<file path="src/rtl/udm_fpadd_slave.sv">
// rtl/udm_fpadd_slave.sv - CSR-mapped multi-cycle single-precision add/sub engine
// Round toward zero, denormals flushed, Inf/NaN operands give canonical NaN.
module udm_fpadd_slave #(
  parameter logic [31:0] BASE_ADDR = 32'h00000100
) (
  input  logic        clk_i,
  input  logic        rstn_i,
  input  logic        bus_req_i,
  input  logic        bus_we_i,
  input  logic [31:0] bus_addr_bi,
  input  logic [3:0]  bus_be_bi,
  input  logic [31:0] bus_wdata_bi,
  output logic        bus_ack_o,
  output logic        bus_resp_o,
  output logic [31:0] bus_rdata_bo
);

  typedef enum logic [2:0] {
    S_IDLE, S_UNPACK, S_ALIGN, S_ADD, S_NORM, S_PACK
  } state_t;

  state_t      r_state, w_next;

  logic [31:0] r_opa, r_opb, r_result, r_rdata;
  logic        r_sub, r_done, r_nan, r_ovf, r_unf, r_resp;
  logic        r_sa, r_sb, r_sign, r_eq_sign;
  logic [7:0]  r_ea, r_eb, r_exp;
  logic [23:0] r_ma, r_mb;
  logic [24:0] r_sum;

  logic        w_hit, w_wr, w_rd, w_busy, w_start;
  logic [2:0]  w_off;
  logic [31:0] w_rmux;
  logic [7:0]  w_ea, w_eb;
  logic [23:0] w_ma, w_mb;
  logic        w_unp_nan, w_b_big;
  logic [7:0]  w_big_e, w_sml_e, w_d;
  logic [23:0] w_big_m, w_sml_m, w_mb_al;
  logic        w_big_s;
  logic [24:0] w_sum_raw;
  logic        w_add_ovf, w_norm_stay;

  assign w_hit   = bus_req_i && (bus_addr_bi >= BASE_ADDR) &&
                   (bus_addr_bi <= BASE_ADDR + 32'h1F);
  assign w_off   = bus_addr_bi[4:2];
  assign w_wr    = w_hit && bus_we_i;
  assign w_rd    = w_hit && !bus_we_i;
  assign w_busy  = (r_state != S_IDLE);
  assign w_start = w_wr && !w_busy && (w_off == 3'd2) && bus_be_bi[0] && bus_wdata_bi[0];

  assign bus_ack_o    = w_hit;
  assign bus_resp_o   = r_resp;
  assign bus_rdata_bo = r_rdata;

  // Operand decode; a zero exponent flushes the whole operand to zero.
  assign w_ea      = r_opa[30:23];
  assign w_eb      = r_opb[30:23];
  assign w_ma      = (w_ea != 8'd0) ? {1'b1, r_opa[22:0]} : 24'd0;
  assign w_mb      = (w_eb != 8'd0) ? {1'b1, r_opb[22:0]} : 24'd0;
  assign w_unp_nan = (w_ea == 8'hFF) || (w_eb == 8'hFF);

  assign w_b_big   = {r_eb, r_mb} > {r_ea, r_ma};
  assign w_big_e   = w_b_big ? r_eb : r_ea;
  assign w_sml_e   = w_b_big ? r_ea : r_eb;
  assign w_big_m   = w_b_big ? r_mb : r_ma;
  assign w_sml_m   = w_b_big ? r_ma : r_mb;
  assign w_big_s   = w_b_big ? r_sb : r_sa;
  assign w_d       = w_big_e - w_sml_e;
  assign w_mb_al   = (w_d >= 8'd25) ? 24'd0 : (w_sml_m >> w_d);

  assign w_sum_raw   = r_eq_sign ? ({1'b0, r_ma} + {1'b0, r_mb}) : ({1'b0, r_ma} - {1'b0, r_mb});
  assign w_add_ovf   = w_sum_raw[24] && (r_exp == 8'd254);
  assign w_norm_stay = (r_sum != 25'd0) && !r_sum[23] && (r_exp > 8'd1);

  always_comb begin
    w_rmux = 32'd0;
    case (w_off)
      3'd0:    w_rmux = r_opa;
      3'd1:    w_rmux = r_opb;
      3'd3:    w_rmux = {27'd0, r_unf, r_ovf, r_nan, r_done, w_busy};
      3'd4:    w_rmux = r_result;
      default: w_rmux = 32'd0;
    endcase
  end

  always_ff @(posedge clk_i) begin
    if (!rstn_i) r_state <= S_IDLE;
    else         r_state <= w_next;
  end

  always_comb begin
    w_next = r_state;
    case (r_state)
      S_IDLE:   if (w_start) w_next = S_UNPACK;
      S_UNPACK: w_next = w_unp_nan ? S_PACK : S_ALIGN;
      S_ALIGN:  w_next = S_ADD;
      S_ADD:    w_next = w_add_ovf ? S_PACK : S_NORM;
      S_NORM:   w_next = w_norm_stay ? S_NORM : S_PACK;
      S_PACK:   w_next = S_IDLE;
      default:  w_next = S_IDLE;
    endcase
  end

  always_ff @(posedge clk_i) begin
    if (!rstn_i) begin
      r_opa <= 32'd0;  r_opb <= 32'd0;  r_result <= 32'd0;
      r_sub <= 1'b0;   r_done <= 1'b0;  r_nan <= 1'b0;
      r_ovf <= 1'b0;   r_unf <= 1'b0;
      r_resp <= 1'b0;  r_rdata <= 32'd0;
      r_sa <= 1'b0;    r_sb <= 1'b0;    r_sign <= 1'b0;  r_eq_sign <= 1'b0;
      r_ea <= 8'd0;    r_eb <= 8'd0;    r_exp <= 8'd0;
      r_ma <= 24'd0;   r_mb <= 24'd0;   r_sum <= 25'd0;
    end else begin
      r_resp  <= w_rd;
      r_rdata <= w_rd ? w_rmux : 32'd0;

      if (w_wr && !w_busy) begin
        for (int i = 0; i < 4; i++) begin
          if (bus_be_bi[i] && w_off == 3'd0) r_opa[8*i +: 8] <= bus_wdata_bi[8*i +: 8];
          if (bus_be_bi[i] && w_off == 3'd1) r_opb[8*i +: 8] <= bus_wdata_bi[8*i +: 8];
        end
      end

      if (w_wr && w_off == 3'd3 && bus_be_bi[0] && bus_wdata_bi[1]) r_done <= 1'b0;

      if (w_start) begin
        r_sub  <= bus_wdata_bi[1];
        r_done <= 1'b0;
        r_nan  <= 1'b0;
        r_ovf  <= 1'b0;
        r_unf  <= 1'b0;
      end

      case (r_state)
        S_UNPACK: begin
          if (w_unp_nan) begin
            r_nan  <= 1'b1;
            r_sign <= 1'b0;
            r_exp  <= 8'hFF;
            r_sum  <= 25'h0400000;
          end else begin
            r_sa <= r_opa[31];
            r_sb <= r_opb[31] ^ r_sub;
            r_ea <= w_ea;
            r_eb <= w_eb;
            r_ma <= w_ma;
            r_mb <= w_mb;
          end
        end
        S_ALIGN: begin
          r_ma      <= w_big_m;
          r_mb      <= w_mb_al;
          r_exp     <= w_big_e;
          r_sign    <= w_big_s;
          r_eq_sign <= (r_sa == r_sb);
        end
        S_ADD: begin
          if (w_add_ovf) begin
            r_exp <= 8'hFF;
            r_sum <= 25'd0;
            r_ovf <= 1'b1;
          end else if (w_sum_raw[24]) begin
            r_sum <= w_sum_raw >> 1;
            r_exp <= r_exp + 8'd1;
          end else begin
            r_sum <= w_sum_raw;
          end
        end
        S_NORM: begin
          // Exact cancellation yields +0; running out of exponent yields signed zero.
          if (r_sum == 25'd0) begin
            r_sign <= 1'b0;
            r_exp  <= 8'd0;
          end else if (w_norm_stay) begin
            r_sum <= r_sum << 1;
            r_exp <= r_exp - 8'd1;
          end else if (!r_sum[23]) begin
            r_exp <= 8'd0;
            r_sum <= 25'd0;
            r_unf <= 1'b1;
          end
        end
        S_PACK: begin
          r_result <= {r_sign, r_exp, r_sum[22:0]};
          r_done   <= 1'b1;
        end
        default: ;
      endcase
    end
  end

endmodule

</file>
<file path="config.mk">
export PLATFORM = sky130hd
export DESIGN_NAME = udm_fpadd_slave
export DESIGN_NICKNAME = d
export VERILOG_FILES = /design/src/rtl/udm_fpadd_slave.sv
export SDC_FILE = /design/constraint.sdc
export NUM_CORES = 1
export LEC_CHECK = 0
export BUFFER_PORTS_ARGS = -buffer_cell sky130_fd_sc_hd__clkbuf_2
export CORE_MARGIN = 5
export CORE_UTILIZATION = 58
export DETAILED_ROUTE_END_ITERATION = 10
export HOLD_SLACK_MARGIN = 0.06
export PLACE_DENSITY_LB_ADDON = 0.08
export SYNTH_ARGS = -nofsm -noshare
export SYNTH_HDL_FRONTEND = slang
export SYNTH_SLANG_ARGS = --single-unit
</file>
<file path="constraint.sdc">
create_clock -name clk_i -period 7.1 [get_ports clk_i]
set_clock_uncertainty 0.15 [all_clocks]
set_input_delay 1.065 -clock clk_i [delete_from_list [all_inputs] [get_ports clk_i]]
set_output_delay 1.065 -clock clk_i [all_outputs]
set_load 0.005 [all_outputs]
</file>
==> impl_metrics.csv <==
group,metric,value,unit
cts,cts.clk_slew.worst_paths,0.06,ns
drt,drt_iter0_markers,1462,
yosys,synth_flop_cell,"dfxtp_1",
setup_path,cp_max_fo,10,
sta,maxSlewHeadroom,16.6,%
cts,ctsHoldBuffers,0,
yosys,yosysWarnings,0,
floorplanning,num_rows,58,
drt,drtAntennaViolNets,0,
placement,hpwl,33.9,mm
cts,tritoncts,"built",
drt,vias,14300,
power,powerDensity,436,nW/um2
global_route,grt_max_degree,69,
global_route,grt_pass1_wl,74.2,mm
setup_path,r2r_setup_slack,1.15,ns
setup_path,cp-start-kind,"register",
global_route,busiest_layer,"met2",
power,swShare,45.7,%
floorplanning,core-area,25000,um2
setup_path,cp_cell_sequence,"or3_1 -> or3_1 -> nor3_1 -> nor2_1 -> xnor2_1 -> ha_1 -> a21oi_1 -> o21bai_1 -> a2111oi_0 -> nand2b_1 -> a31oi_1 -> a211oi_1 -> a211oi_4 -> buf_4 -> o221ai_1 -> o211a_1 -> a21oi_1",
setup_path,worstSetupEndpointType,"register",
global_route,grt_pass1_vias,13400,
setup_path,rr_worst_depth,17,
yosys,synth_edf_count,0,
yosys,synth_cell_types,78,
cells_and_area,drive_above_1_share,12.8,%
sta,finalCriticalPeriod,5.95,ns
sta,timing.final.max_slew_violations,0,
setup_path,worstPathRequired,7.36,ns
floorplanning,io_pins,106,
cells_and_area,final_core_util,65.1,%
global_route,track_usage,32.4,%
floorplanning,die_y,169,um
sta,fin_crit_sh,83.8,%
drt,first_pass_iters,6,
cells_and_area,fin_nets,2025,
yosys,ys_seq_area_share,32.7,%
hold_path,hp-class,"reg2reg",
floorplanning,die_w,169,um
cells_and_area,layout_commonest_cell,"nand2_1",
cells_and_area,insertedDiodeCount,0,
power,p_clk_share,20.3,%
cts,cts.sinks,238,
yosys,synth-seq-cells,238,
cts,cts.path.max_buffers,3,
yosys,syn_avg_cell_area,7.87,um2
setup_path,worstSetupPathType,"reg2reg",
sta,max_freq,168,MHz
placement,port_buffers,103,
yosys,async_reset_ff_share,0,%
global_route,grt_use_met2,49.3,%
setup_path,slowest_stage,"a2111oi_0",
cts,cts.htree.levels,1,
yosys,netlist_instances,1854,
yosys,synth_nets,1989,
global_route,globalRouteOverflowTotal,0,
hold_path,hold_depth,2,
setup_path,cp.arrival,6.21,ns
setup_path,cpPeakStageDelay,0.63,ns
drt,drt-total-wl,47.6,mm
power,pwr-share-comb,57.5,%
cts,cts_resized,0,
global_route,globalRouteMet1Util,44.5,%
placement,place_congestion,0.955,
cts,root_buffer,"clkbuf_16",
drt,via_per_inst,6.37,
flow_run,drv_cap,0,
drt,routedWlPerCell,21.3,um
cells_and_area,area_growth_syn_to_layout,11.4,%
power,vdd_drop_max,0.000472,V
power,p_switching,3240,uW
sta,finalSetupTns,0,ns
drt,post-route-drc-count,0,
power,seqPwrFrac,22.2,%
cells_and_area,fillCellCount,2227,
cells_and_area,final_cell_mix,"261 x nand2_1, 238 x a21oi_1, 238 x dfxtp_1, 200 x nor2_1, 114 x mux2i_1",
yosys,syn_area,14600,um2
sta,setup_viol,0,
power,p_int,3850,uW
global_route,use_met3,8.50,%
global_route,antenna_found_initial,0,
sta,tightest_slew,1.25,ns
sta,rsz0062_at_grt,"false",
cts,cts_made_buffers,28,
floorplanning,die_area,28400,um2
power,leakage,0.00616,uW
run_status,status,"complete, no violations",
cells_and_area,multi_input_area,9210,um2
cells_and_area,seq_area,4760,um2
power,power,7090,uW
cts,clock_latency,0.55,ns
floorplanning,initial_core_util,58.5,%
sta,finalHoldViolCount,0,
cts,postCtsSetupBuffers,0,
area by class of cell:
| cell class | instances | share of cell area, % |
|---|---|---|
| Inverter | 58 | 1.35 |
| Multi-Input combinational cell | 1435 | 56.7 |
| Clock inverter | 14 | 0.716 |
| Clock buffer | 37 | 5.02 |
| Sequential cell | 238 | 29.3 |
| Tap cell | 330 | 2.54 |
| Timing Repair Buffer | 129 | 4.37 |
flip-flops by register name, summed over array words and instances, names as in the netlist, 3 cells and up:
register,count
r_opb,32
r_result,32
bus_rdata_bo,32
r_ma,24
r_ea,8
r_opa,32
r_exp,8
r_eb,8
r_sum,25
r_state,3
r_mb,24
cell usage after synthesis (25+ instances only):
library cell	instances	area share [%]
a211oi_1	39	2.0
a21oi_1	240	8.2
a22oi_1	54	2.8
clkbuf_1	104	2.7
dfxtp_1	238	33
ha_1	62	5.3
inv_1	57	1.5
mux2i_1	114	7.8
nand2_1	261	6.7
nand3_1	26	0.89
nor2_1	203	5.2
nor3_1	27	0.93
nor4_1	25	1.1
o21ai_0	80	2.7
stage by stage:
| step | worst slack, ns | hold WS, ns | cell area (um2) | instances |
|---|---|---|---|---|
| after floorplan | 1.63 | 0.282 | 14600 | 1854 |
| after global placement | 1.37 | 0.293 | 15300 | 2190 |
| after detailed placement | 1.30 | 0.297 | 15300 | 2190 |
| after CTS | 1.28 | 0.305 | 16300 | 2241 |
| after global routing | 0.693 | 0.322 | 16300 | 2241 |
| final | 1.15 | 0.304 | 16300 | 2241 |
power groups by stage:
stage | logic (uW) | clock network, uW | registers (uW)
6_report | 4080 | 1440 | 1570
5_1_grt | 4420 | 1510 | 1590
4_1_cts | 4010 | 1450 | 1570
3_5_place_dp | 3980 | 0 | 1600
3_3_place_gp | 3920 | 0 | 1600
2_1_floorplan | 3090 | 0 | 1510
per-layer routing:
layer,share of wire (%),vias to the layer above
met3,10,123
li1,-,6714
met5,0,-
met2,43,650
met1,43,6788
met4,4.3,0
path summary, 6_finish.rpt:
path / startpoint / end
min: r_result[5] / r_result[5]
max: r_mb[2] / r_exp[3]
min reg2reg: r_result[5] / r_result[5]
max reg2reg: r_mb[2] / r_exp[3]
kinds of logic after synthesis:
kind of cell / count (synthesis) / synth area share (%)
AO/OA/AOI/OAI: 532 / 22.7
AND/OR/NAND/NOR: 647 / 19.6
flip-flops: 238 / 32.7
adder cells (fa/ha/maj): 63 / 5.45
buffers and inverters: 181 / 4.85
XOR/XNOR: 47 / 2.95
multiplexers: 146 / 11.8
critical path, delay by kind of cell, from the launching register on:
family,cells,cell delay [ns]
AOI/OAI and AO/OA,9,2.90
and+or+nand+nor,5,1.67
DFF,1,0.40
adders and majority gates,1,0.32
buffers and inverters,1,0.20
xor gates and xnor gates,1,0.15
No activity file was read; power rests on OpenSTA's default activity.
